==> src/rtl/regfile_sequencer.sv <==
// regfile_sequencer
//   Turns one command (LOADI/MOVE/SWAP/CLRALL/INC/DEC) into the per-cycle
//   enable, function and data pattern for an eight-entry register file
//   (R1-R4 on reg_sel, S1-S4 on scr_sel). Every output is a flop.
//
// Ports
//   clk, reset             clock, synchronous active-high reset
//   cmd_valid / cmd_ready  command handshake (ready only while idle)
//   cmd_op/dst/src/imm     operation, register indices (0-7), immediate
//   rd_a, rd_b             register-file read data for out_a_sel/out_b_sel
//   i                      register-file write data
//   reg_sel, scr_sel       active-low enables; index 0 -> reg_sel[3] ...
//                          index 7 -> scr_sel[0]
//   fun_sel                000 dec, 001 inc, 010 load i, 011 clear
//   out_a_sel, out_b_sel   register-file read selects
//   busy, done, err        command active / last cycle / reserved opcode
//
// state  | meaning
// IDLE   | waiting for a command, cmd_ready high
// READ   | MOVE/SWAP: read selects driven, operands captured at closing edge
// WRITE1 | single write (or first SWAP write, or reserved-op error cycle)
// WRITE2 | SWAP second write (old Dst value into Src)
module regfile_sequencer (
  input  logic        clk,
  input  logic        reset,
  input  logic        cmd_valid,
  output logic        cmd_ready,
  input  logic [2:0]  cmd_op,
  input  logic [2:0]  cmd_dst,
  input  logic [2:0]  cmd_src,
  input  logic [15:0] cmd_imm,
  input  logic [15:0] rd_a,
  input  logic [15:0] rd_b,
  output logic [15:0] i,
  output logic [3:0]  reg_sel,
  output logic [3:0]  scr_sel,
  output logic [2:0]  fun_sel,
  output logic [2:0]  out_a_sel,
  output logic [2:0]  out_b_sel,
  output logic        busy,
  output logic        done,
  output logic        err
);

  localparam logic [2:0] OP_LOADI  = 3'b000;
  localparam logic [2:0] OP_MOVE   = 3'b001;
  localparam logic [2:0] OP_SWAP   = 3'b010;
  localparam logic [2:0] OP_CLRALL = 3'b011;
  localparam logic [2:0] OP_INC    = 3'b100;
  localparam logic [2:0] OP_DEC    = 3'b101;

  localparam logic [2:0] FUN_DEC   = 3'b000;
  localparam logic [2:0] FUN_INC   = 3'b001;
  localparam logic [2:0] FUN_LOAD  = 3'b010;
  localparam logic [2:0] FUN_CLR   = 3'b011;

  typedef enum logic [1:0] {S_IDLE, S_READ, S_WRITE1, S_WRITE2} state_t;

  state_t      state, state_nxt;
  logic [2:0]  op_q, dst_q, src_q, op_nxt, dst_nxt, src_nxt;
  logic [15:0] hold_b, hold_b_nxt;
  logic [15:0] i_nxt;
  logic [7:0]  en_nxt;
  logic [2:0]  fun_nxt, a_sel_nxt, b_sel_nxt;
  logic        ready_nxt, busy_nxt, done_nxt, err_nxt;

  // Active-low enable vector {reg_sel, scr_sel} with only one index low.
  function automatic logic [7:0] en_one(input logic [2:0] idx);
    logic [7:0] e;
    e = 8'hFF;
    e[3'd7 - idx] = 1'b0;
    return e;
  endfunction

  // Outputs are computed for the state being entered, so the flops present
  // them throughout that state. HoldA has no separate flop: the value read
  // in READ goes straight into the i register, which holds it in WRITE1.
  always_comb begin
    state_nxt  = S_IDLE;
    op_nxt     = op_q;
    dst_nxt    = dst_q;
    src_nxt    = src_q;
    hold_b_nxt = hold_b;
    i_nxt      = 16'h0000;
    en_nxt     = 8'hFF;
    fun_nxt    = FUN_LOAD;
    a_sel_nxt  = 3'd0;
    b_sel_nxt  = 3'd0;
    busy_nxt   = 1'b0;
    done_nxt   = 1'b0;
    err_nxt    = 1'b0;

    case (state)
      S_IDLE: begin
        if (cmd_valid) begin
          op_nxt    = cmd_op;
          dst_nxt   = cmd_dst;
          src_nxt   = cmd_src;
          busy_nxt  = 1'b1;
          state_nxt = S_WRITE1;
          case (cmd_op)
            OP_LOADI: begin
              en_nxt   = en_one(cmd_dst);
              i_nxt    = cmd_imm;
              done_nxt = 1'b1;
            end
            OP_INC: begin
              en_nxt   = en_one(cmd_dst);
              fun_nxt  = FUN_INC;
              done_nxt = 1'b1;
            end
            OP_DEC: begin
              en_nxt   = en_one(cmd_dst);
              fun_nxt  = FUN_DEC;
              done_nxt = 1'b1;
            end
            OP_CLRALL: begin
              en_nxt   = 8'h00;
              fun_nxt  = FUN_CLR;
              done_nxt = 1'b1;
            end
            OP_MOVE, OP_SWAP: begin
              state_nxt = S_READ;
              a_sel_nxt = cmd_src;
              b_sel_nxt = cmd_dst;
            end
            default: begin
              err_nxt  = 1'b1;
              done_nxt = 1'b1;
            end
          endcase
        end
      end
      S_READ: begin
        hold_b_nxt = rd_b;
        state_nxt  = S_WRITE1;
        busy_nxt   = 1'b1;
        en_nxt     = en_one(dst_q);
        i_nxt      = rd_a;
        done_nxt   = (op_q == OP_MOVE);
      end
      S_WRITE1: begin
        if (op_q == OP_SWAP) begin
          state_nxt = S_WRITE2;
          busy_nxt  = 1'b1;
          en_nxt    = en_one(src_q);
          i_nxt     = hold_b;
          done_nxt  = 1'b1;
        end
      end
      default: ;
    endcase

    ready_nxt = (state_nxt == S_IDLE);
  end

  always_ff @(posedge clk) begin
    if (reset) begin
      state     <= S_IDLE;
      op_q      <= 3'd0;
      dst_q     <= 3'd0;
      src_q     <= 3'd0;
      hold_b    <= 16'h0000;
      cmd_ready <= 1'b1;
      i         <= 16'h0000;
      reg_sel   <= 4'hF;
      scr_sel   <= 4'hF;
      fun_sel   <= FUN_LOAD;
      out_a_sel <= 3'd0;
      out_b_sel <= 3'd0;
      busy      <= 1'b0;
      done      <= 1'b0;
      err       <= 1'b0;
    end else begin
      state     <= state_nxt;
      op_q      <= op_nxt;
      dst_q     <= dst_nxt;
      src_q     <= src_nxt;
      hold_b    <= hold_b_nxt;
      cmd_ready <= ready_nxt;
      i         <= i_nxt;
      reg_sel   <= en_nxt[7:4];
      scr_sel   <= en_nxt[3:0];
      fun_sel   <= fun_nxt;
      out_a_sel <= a_sel_nxt;
      out_b_sel <= b_sel_nxt;
      busy      <= busy_nxt;
      done      <= done_nxt;
      err       <= err_nxt;
    end
  end

endmodule

==> config.mk <==
export PLATFORM = sky130hd
export DESIGN_NAME = regfile_sequencer
export DESIGN_NICKNAME = d
export VERILOG_FILES = /design/src/rtl/regfile_sequencer.sv
export SDC_FILE = /design/constraint.sdc
export NUM_CORES = 1
export LEC_CHECK = 0
export ABC_CLOCK_PERIOD_IN_PS = 1300
export CAP_MARGIN = 25
export CORE_ASPECT_RATIO = 1.2
export CORE_MARGIN = 5
export CORE_UTILIZATION = 40
export DETAILED_ROUTE_END_ITERATION = 16
export HOLD_SLACK_MARGIN = 0.03
export PLACE_DENSITY = 0.85
export SYNTH_ARGS = -nofsm -noshare
export SYNTH_HDL_FRONTEND = slang
export SYNTH_SLANG_ARGS = --single-unit
==> constraint.sdc <==
create_clock -name clk -period 1.3 [get_ports clk]
set_clock_uncertainty 0.1 [all_clocks]
set_input_delay 0.13 -clock clk [delete_from_list [all_inputs] [get_ports clk]]
set_output_delay 0.13 -clock clk [all_outputs]
set_load 0.01 [all_outputs]
==> flow_metrics.tcl <==
set metrics [dict create \
    path_delay_family "buffers and inverters" \
    netlist_area_um2 2640 \
    drive_gt1_share_pct 44.8 \
    vias 3124 \
    pwr-share-comb_pct 21.6 \
    grt_max_degree 27 \
    hold_class "in -> reg" \
    yosysUniqueCellTypes 42 \
    die-area_um2 8340 \
    io_buffer_count 95 \
    netlist_instances 305 \
    pwr-share-seq_pct 39.3 \
    violations "setup timing" \
    muxShareOfSynthArea_pct 0 \
    synth_compound_area_share_pct 20.0 \
    slew_violations 0 \
    status "complete, but fails checks" \
    gp_congestion 0.874 \
    worst_slack_ps -338 \
    cpPeakStageDelay_ps 370 \
    ys_ff_latch 63 \
    cts_sinks 63 \
    die_x_um 84.2 \
    via_per_inst 5.85 \
    drt-total-wl_mm 12.2 \
    ctsLongestPathBuffers 2 \
    crit_type "reg -> reg" \
    clk_pin_slew_ps 70 \
    antenna_cells 0 \
    yosysTopAreaCellShare_pct 47.7 \
    synth_edf_count 0 \
    ant_nets 0 \
    synth_ff_type "dfxtp_1" \
    cp-start-kind "flop" \
    cap_viol_max_count 0 \
    worstPathRequired_ps 1470 \
    yosys.area.top_type "dfxtp_1" \
    cp_cell_sequence "buf_4, buf_6, nor3b_4, buf_6, buf_6, a32oi_2, a21oi_1" \
    drtIter0Drc 162 \
    post-route-period-util_pct 126 \
    synth_nets 365 \
    dp.final_hpwl_mm 6.08 \
    slowest_stage "dfxtp_4" \
    cts_root_buf "clkbuf_8" \
    swShare_pct 26.9 \
    synth_xor_area_share_pct 0.331 \
    cts_tree "yes" \
    nets 505 \
    initial_core_util_pct 41.0 \
    wire_per_inst_um 22.8 \
    synth_top_family_by_area "simple AND/OR/NAND/NOR gates" \
    grt_use_total_pct 22.2 \
    final-setup-viol-count 63 \
    p_clk_share_pct 39.1 \
    clkLatencyLatePin_ps 350 \
    p_switching_mw 1.41 \
    cp_common_cell "buf_6" \
    yosys_warnings 0 \
    seq_area_frac_synth_pct 47.7 \
    period_needed_ps 1640 \
    powerDensity_nw_per_um2 1030 \
    final_cell_mix "dfxtp_1 (57), clkdlybuf4s50_1 (56), dlygate4sd2_1 (37)" \
    pin_count 97 \
    cp.buffers_inverters 4 \
    dr.pass1.iters 4 \
    hold-worst-slack_ps 71.9 \
    power_mw 5.24 \
    crit_fanout 6 \
    antenna_found_initial 0 \
    syn_area_per_cell_um2 8.67 \
    hold_viol_final 0 \
    timing.fmax_mhz 610 \
    final_common_cell "dfxtp_1" \
    async_reset_ff_share_pct 0 \
    cts_buffers 9 \
    p_int_mw 3.83 \
    p_leak_nw 2.03 \
    grt_pass1_vias 3108 \
    core.rowCount 32 \
    syn2layout_area_growth_pct 93.1 \
    rsz0062_at_grt "yes" \
    grt_pass1_wl_mm 14.7 \
    crit_arrival_ps 1810 \
    ctsHoldBuffers 0 \
    grt_overflow 0 \
    drcViolationCount 0 \
    die_h_um 99.1 \
    peakVddDrop_mv 0.819 \
    htree_num_levels 3 \
    synth_fa_ha_area_share_pct 0 \
    cp-end-kind "flop" \
    design.core.area_um2 6450 \
    synth-simple-area-share_pct 25.8 \
    synth_area_leaders "dfxtp_1 (48%), a21oi_1 (8.7%), nand2_1 (8.1%)" \
]
-- registers in the layout, indices dropped and copies added, names as in the netlist, 2 cells and up --
register / cells
state: 2
reg_sel: 4
dst_q: 3
out_a_sel: 3
hold_b: 16
out_b_sel: 3
fun_sel: 2
i: 16
scr_sel: 4
src_q: 3
op_q: 3
-- power by group through the flow --
| stage | clock network, mW | logic (mW) | registers [mW] |
|---|---|---|---|
| global placement | 0 | 0.748 | 2.10 |
| floorplan | 0 | 0.307 | 2.10 |
| global route | 2.13 | 1.18 | 2.07 |
| detailed placement | 0 | 0.759 | 2.10 |
| CTS | 2.01 | 0.894 | 2.05 |
| finish | 2.05 | 1.13 | 2.06 |
-- layer usage --
| layer | share of wire, % | GRT usage [%] |
|---|---|---|
| met1 | 35 | 21.9 |
| met2 | 53 | 41.4 |
| met3 | 6.5 | 4.85 |
| met4 | 5.5 | 14.0 |
| met5 | 0 | 0 |
-- worst reg2reg max path: cells and delay by family, from the launching register on --
kind / cells / cell delay [ps]
AOI/OAI and AO/OA: 2 / 310
DFF: 1 / 370
buffers and inverters: 4 / 590
and+or+nand+nor: 1 / 200
-- cell usage after synthesis (3+ instances only) --
master / instances
buf_2: 14
nand2_1: 57
a21oi_1: 46
nor2b_1: 3
buf_4: 3
o311ai_0: 3
nand3_1: 17
or4bb_1: 4
inv_1: 4
dfxtp_1: 63
and2_1: 6
nor4_1: 7
a32oi_1: 16
o41ai_1: 4
nand2b_1: 3
clkbuf_1: 11
o31ai_1: 4
nor2_1: 3
nor3_1: 8
-- through the flow --
step                      cell area, µm²  TNS, ps  worst slack [ps]  instances  utilization (%)
after floorplan                     2700    -1370              -130        305                -
after global placement              3990   -19060              -514        503             61.9
after detailed placement            3990   -19440              -559        503             61.9
after CTS                           4520    -4070              -220        530             70.2
after global routing                5100   -12450              -356        534             79.2
final                               5100   -10500              -338        534             79.2
-- worst paths after layout --
| kind | startpoint | slack (ps) | to | depth (start not counted) |
|---|---|---|---|---|
| worst min-delay path | cmd_op[0] | 70 | op_q[0]$_SDFFE_PP0P_ | 3 |
| worst max register to register | op_q[0]$_SDFFE_PP0P_ | -340 | i[5]$_SDFF_PP0_ | 7 |
| worst max-delay path | op_q[0]$_SDFFE_PP0P_ | -340 | i[5]$_SDFF_PP0_ | 7 |
| worst min register to register | hold_b[3]$_SDFFE_PP0P_ | 380 | hold_b[3]$_SDFFE_PP0P_ | 2 |
-- area by class of cell --
class / instances / area, µm²
well taps: 85 / 106
repair buffers: 158 / 1590
fillers: 361 / 1340
clock inverters: 4 / 95.1
flip-flops and latches: 63 / 1280
multi-input cells: 209 / 1890
clock buffers: 11 / 131
inverters: 4 / 15.0
-- repair_timing --
item	CTS	global route
gates resized for setup	102	123
cloned	3	3
buffers inserted	10	4
endpoints found under the setup margin	98	62
pin swaps	40	69
-- kinds of logic (layout without fill, tap and decap cells) --
family / count (synthesis) / after routing
flops: 63 / 63
other cells: 1 / 1
xor+xnor: 1 / 1
buf+inv: 33 / 177
compound gates: 82 / 82
simple gates: 125 / 125
(Power assumes the default switching activity.)
